[src/rtl/wjbot_riscv.sv]
// Shared package for the test-vector response checker.
//   tvchk_state_t : checker run state (idle, running, finished)
//   tvchk_fold    : XOR of the HW-bit chunks of a word. The caller zero-pads
//                   its word into the 256-bit argument and passes its HW; the
//                   result carries the folded value in its low HW bits.
package wjbot_riscv;

  typedef enum logic [1:0] {TVCHK_IDLE, TVCHK_RUN, TVCHK_DONE} tvchk_state_t;

  localparam int TVCHK_FOLD_MAX_W  = 256;
  localparam int TVCHK_FOLD_MAX_HW = 64;

  // Bit i of the word lands in chunk position (i mod hw). Walking the bits
  // with a wrapping position keeps this free of division.
  function automatic logic [TVCHK_FOLD_MAX_HW-1:0] tvchk_fold(
    input logic [TVCHK_FOLD_MAX_W-1:0] m,
    input int                          hw
  );
    logic [TVCHK_FOLD_MAX_HW-1:0] f;
    int pos;
    f   = '0;
    pos = 0;
    for (int i = 0; i < TVCHK_FOLD_MAX_W; i++) begin
      f[pos[5:0]] = f[pos[5:0]] ^ m[i[7:0]];
      pos = (pos == hw - 1) ? 0 : pos + 1;
    end
    return f;
  endfunction

endpackage

[src/rtl/tvchk_signature.sv]
// Running signature register for the response checker.
// Folds the cared DUT bits into HW bits, XORs them into the signature, then
// rotates left by one bit. The new bit 0 is the XOR of the top two bits.
// Ports:
//   clk, reset : clock and synchronous active-low reset
//   clear_i    : zero the signature (takes priority over en_i)
//   en_i       : absorb m_i this cycle
//   m_i  [W]   : cared word (obs & care)
//   hash_o [HW]: current signature
module tvchk_signature
  import wjbot_riscv::*;
#(
  parameter int W  = 16,
  parameter int HW = 7
) (
  input  logic          clk,
  input  logic          reset,
  input  logic          clear_i,
  input  logic          en_i,
  input  logic [W-1:0]  m_i,
  output logic [HW-1:0] hash_o
);

  logic [TVCHK_FOLD_MAX_W-1:0] mPad;
  logic [HW-1:0] fold;
  logic [HW-1:0] h1;
  logic [HW-1:0] hash_d;
  logic [HW-1:0] hash_q;

  // Fold the padded word, mix it into the signature, then rotate with feedback.
  always_comb begin
    mPad         = '0;
    mPad[W-1:0]  = m_i;
    fold         = HW'(tvchk_fold(mPad, HW));
    h1           = hash_q ^ fold;
    hash_d       = {h1[HW-2:0], h1[HW-1] ^ h1[HW-2]};
  end

  // Signature register. Clear wins over update so a restart never leaks old data.
  always_ff @(posedge clk) begin
    if (!reset) begin
      hash_q <= '0;
    end else if (clear_i) begin
      hash_q <= '0;
    end else if (en_i) begin
      hash_q <= hash_d;
    end
  end

  assign hash_o = hash_q;

endmodule

[config.mk]
export PLATFORM = sky130hd
export DESIGN_NAME = tvchk_signature
export DESIGN_NICKNAME = d
export VERILOG_FILES = /design/src/rtl/wjbot_riscv.sv /design/src/rtl/tvchk_signature.sv
export SDC_FILE = /design/constraint.sdc
export NUM_CORES = 1
export LEC_CHECK = 0
export BUFFER_PORTS_ARGS = -buffer_cell sky130_fd_sc_hd__buf_2
export CORE_AREA = 2 2 39 41
export CTS_CLUSTER_DIAMETER = 40
export DETAILED_ROUTE_END_ITERATION = 16
export DIE_AREA = 0 0 41 43
export PLACE_DENSITY = 0.7
export REMOVE_ABC_BUFFERS = 1
export SYNTH_ARGS = -nofsm -noshare
export SYNTH_HDL_FRONTEND = slang
export SYNTH_SLANG_ARGS = --single-unit
[constraint.sdc]
create_clock -name clk -period 3.3 [get_ports clk]
set_input_delay 0.165 -clock clk [delete_from_list [all_inputs] [get_ports clk]]
set_output_delay 0.165 -clock clk [all_outputs]
set_load 0.03 [all_outputs]
Yosys cells after proc, flatten, opt, wreduce, memory -nomap -nowiden
Index checks and enable logic that the tools add are counted.
{ "op_classes": {"bitwise": 12, "n_reduce_logical": 1} }
{ "op_table": {"columns": ["cell", "n"], "rows": [
  ["1-bit XOR", 10],
  ["7-bit XOR", 1],
  ["2-bit OR reduction", 1],
  ["1-bit NOT", 1]
]} }
{ "totals": {"output_inout_bits": 7, "reg_bits": 7, "wordCells": 14, "input_bits": 20} }

Logic depth before layout (Yosys ltp)
{ "logic_depth": {"word_depth": 4, "depth_mapped": 4} }

Least setup slack after synthesis
Ideal clock, no wire load.
{ "synth_path": {"kind": "flip-flop to flip-flop", "startpoint": "register hash_q[5] (netlist: hash_o[5])", "endpoint": "register hash_q[0] (netlist: hash_o[0])", "n_path_buf": 0, "setup_slack_ps": 1896, "arrival_time_ps": 1289, "stages_incl_launch_ff": 4, "setup_time_ps": 115, "required_ps": 3185, "cell_sequence": "dfxtp_1 > xor3_2 > xnor2_1 > o21a_1"} }
{ "synth_between": {"elab_chain_cells": 2} }
{ "synth_rtl": {"columns": ["item", "line_no", "text"], "rows": [
  ["start: declaration", "tvchk_signature.sv:28", "logic [HW-1:0] hash_q;"],
  ["start signal: assignment", "tvchk_signature.sv:46", "hash_q <= hash_d;"],
  ["7-bit XOR", "tvchk_signature.sv:35", "h1 = hash_q ^ fold;"],
  ["1-bit XOR", "tvchk_signature.sv:36", "hash_d = {h1[HW-2:0], h1[HW-1] ^ h1[HW-2]};"]
]} }
Every way passes these cells.
A chain may end at the register's enable or synchronous reset.

Final worst setup path
Ends and elaborated chain as after synthesis.

==> results.md <==
* Fin Clk Skew at approximately 0.002 ns
* Number of distinct library cells after synthesis at 12
* Post-CTS Repair Setup Buffers at 0
* Starting density of the core at 0.310
* Die span in x at 41 um
* Detailed-route wire length at 865 um
* Largest fanout on the critical path at 3
* Vias in the first global route at approximately 360
* Slew @ Worst Pin at 0.282 ns
* Count of routing violations after the opening detailed-route iteration at 2
* Layout area overhead at 39.9%
* Lkg Pwr at 0.325 nW
* Setup violations, final at 0
* Antenna diode count at 0
* Global Route Usage Sum at 0.117
* Finished Layout Cells at a little over 80
* Number of H-tree branching levels at 1
* Crit path launch type: flip-flop
* Number of sinks on the clock net at 7
* Max Transition Viols Final at 0
* Hold endpoint: hash_o[1]
* Clock period minus worst slack at 1.22 ns
* Relative max-transition margin at 0.812
* Length of routed met2 wiring at 457 um
* Core area at 0.00138 mm2
* Post-detailed-route DRC marker count at 0
* Worst-case vdd ir drop at roughly 0.00018 V
* Cell Pwr Density at 397 mW/mm2
* Routability cong. at 0.607
* Chip height at 43 um
* Number of buffer cells added on primary ports at 26
* Flip-flop and latch count after synthesis at 7
* Cell count of the worst hold path at 2
* Post-Place Cells at around 80
* Post-synthesis instance total at 37
* Initial antenna violation count at 0
* Fraction of registers with async set/reset at 0
* Least setup slack across all paths after layout at 2.08 ns
* Yosys warning total at 0
* Min-Delay Path Class: in -> reg
* Final net count at 87
* Fraction of final layout cells with drive strength greater than 1 at 0.470
* Start point of the worst min-delay path: en_i
* Post-CTS clock slew at the launch and capture registers of the worst setup and hold paths at 0.05 ns
* Reg-to-reg endpoint: hash_o[0]
* Critical path class: reg -> reg
* DRT antenna net count at 0
* Area of the mapped netlist at approximately 430 um2
* Reg2Reg Setup Slack at slightly above 2 ns
* Synth area leaders: sky130_fd_sc_hd__dfxtp_1 (33%), sky130_fd_sc_hd__xor3_1 (17%), sky130_fd_sc_hd__xnor2_1 (14%), sky130_fd_sc_hd__mux2i_1 (9.3%), sky130_fd_sc_hd__nor2_1 (7.0%)
* Count of pins on the block boundary at 27
* Area leader, netlist: sky130_fd_sc_hd__dfxtp_1
* Routed len/inst at 10.5 um
* Number of clock buffers inserted by TritonCTS at 3
* Routed via count at 352
* Routed via count divided by cell count at 4.29
* RSZ-0062 raised after global routing: no
* TritonCTS clock tree: built
* Final standard cell utilization of the core at 0.434
* Critical Path RT at 3.44 ns
* Sequential-to-total area share from yosys stat at 0.327
* GRT overflow at 0
* Crit. End Element: flip-flop
* Number of synthesized flops with an enable pin at 0
* TNS Setup at 0 ns
* Cell with the most instances after synthesis: sky130_fd_sc_hd__nor2_1
* Worst EP arrival at 1.36 ns
* Max reg flops at 7
* Met3 WL post-DR at 100 um
* Total number of placement rows at 14
* Count of maximum capacitance violations at 0
* # resized after CTS at 0
* Most frequent cells after synthesis: sky130_fd_sc_hd__nor2_1 (8), sky130_fd_sc_hd__dfxtp_1 (7), sky130_fd_sc_hd__xnor2_1 (7)
* Cts hold-fix bufs at 0
* Fraction of the cycle the final worst path needs at 0.371
* Worst Reg2Reg Path Length in Cells at 3
* Top metal layer carrying routed signals: met3
* Critical R2R Launch: hash_o[5]
* Run status: completed
* Die outline area at 0.00176 mm2
* Top cell type's share of synthesized area at 0.327
* Post-Place Worst Slack at 2.08 ns
* Clock insertion delay at the later pin of the skew report at about 0.24 ns
* Global-route wire length before repair at 1350 um
* Synthesized area divided by synthesized cell count at around 12 um2
* Root cell of the clock tree: sky130_fd_sc_hd__clkbuf_4
* Routed metal-1 wire length at 307 um
* Number of detailed-routing iterations run before antenna repair at 3
* Worst slack on hold paths at 0.294 ns
* Main flop type after synthesis: sky130_fd_sc_hd__dfxtp_1
* Fmax achieved at 818 MHz
* Count of final hold-check violations at 0
* Max Buffers Root-to-Sink at 2
* Maximum number of pins on one net before global-route repair at 11
[final cells by class]
cell class,count,area (um2)
multi-input cells,28,280
flip-flops and latches,7,140
inverters,1,3.75
fillers,158,783
clock buffers,4,26.3
repair buffers,26,130
well taps,16,20.0
[kinds of logic after synthesis]
logic type                synth area share
xor gates and xnor gates             0.423
muxes                               0.0933
and+or+nand+nor                     0.0846
DFF                                  0.327
AOI/OAI and AO/OA                   0.0525
buffers and inverters               0.0204
[through the flow]
step	total power, mW	area, um2
2_1_floorplan	0.142	424
3_3_place_gp	0.163	574
6_report	0.238	601
3_5_place_dp	0.165	574
4_1_cts	0.244	601
5_1_grt	0.255	601
[cells in the final DEF, fill, tap and decap left out]
| cell | synthesis | layout |
|---|---|---|
| sky130_fd_sc_hd__xnor2_1 | 7 | 7 |
| sky130_fd_sc_hd__clkbuf_1 | 0 | 1 |
| sky130_fd_sc_hd__buf_2 | 1 | 26 |
| sky130_fd_sc_hd__a211oi_1 | 2 | 2 |
| sky130_fd_sc_hd__mux2i_1 | 4 | 4 |
| sky130_fd_sc_hd__xor3_1 | 3 | 3 |
| sky130_fd_sc_hd__inv_1 | 1 | 1 |
| sky130_fd_sc_hd__nand2b_1 | 1 | 1 |
| sky130_fd_sc_hd__xnor3_2 | 1 | 1 |
| sky130_fd_sc_hd__o21a_1 | 1 | 1 |
| sky130_fd_sc_hd__dfxtp_1 | 7 | 7 |
| sky130_fd_sc_hd__xor3_2 | 1 | 1 |
| sky130_fd_sc_hd__clkbuf_4 | 0 | 3 |
| sky130_fd_sc_hd__nor2_1 | 8 | 8 |
[routing by layer]
layer	vias up	GRT usage
li1	181	-
met1	155	0.0990
met2	16	0.209
met3	0	0.0681
met4	0	0.0400
met5	-	0
[where the power goes]
group,total [mW],switching [mW],internal (mW)
logic,0.0697,0.0299,0.0399
clock network,0.0759,0.0299,0.0460
registers,0.0926,0.00344,0.0891
total,0.238,0.0632,0.175
[critical path: stages (launching register included)]
cell	delay (ns)
sky130_fd_sc_hd__dfxtp_1	0.35
sky130_fd_sc_hd__xor3_2	0.46
sky130_fd_sc_hd__xnor2_1	0.14
sky130_fd_sc_hd__o21a_1	0.17
[how the worst max path moves through the flow]
stage / startpoint / end / cells past startpoint
6_report: hash_o[5] / hash_o[0] / 3
5_1_grt: hash_o[5] / hash_o[0] / 3
4_1_cts: hash_o[5] / hash_o[0] / 3
3_5_place_dp: hash_o[5] / hash_o[0] / 3
3_3_place_gp: hash_o[5] / hash_o[0] / 3
2_1_floorplan: hash_o[5] / hash_o[0] / 3
No activity file was read; power rests on OpenSTA's default activity.
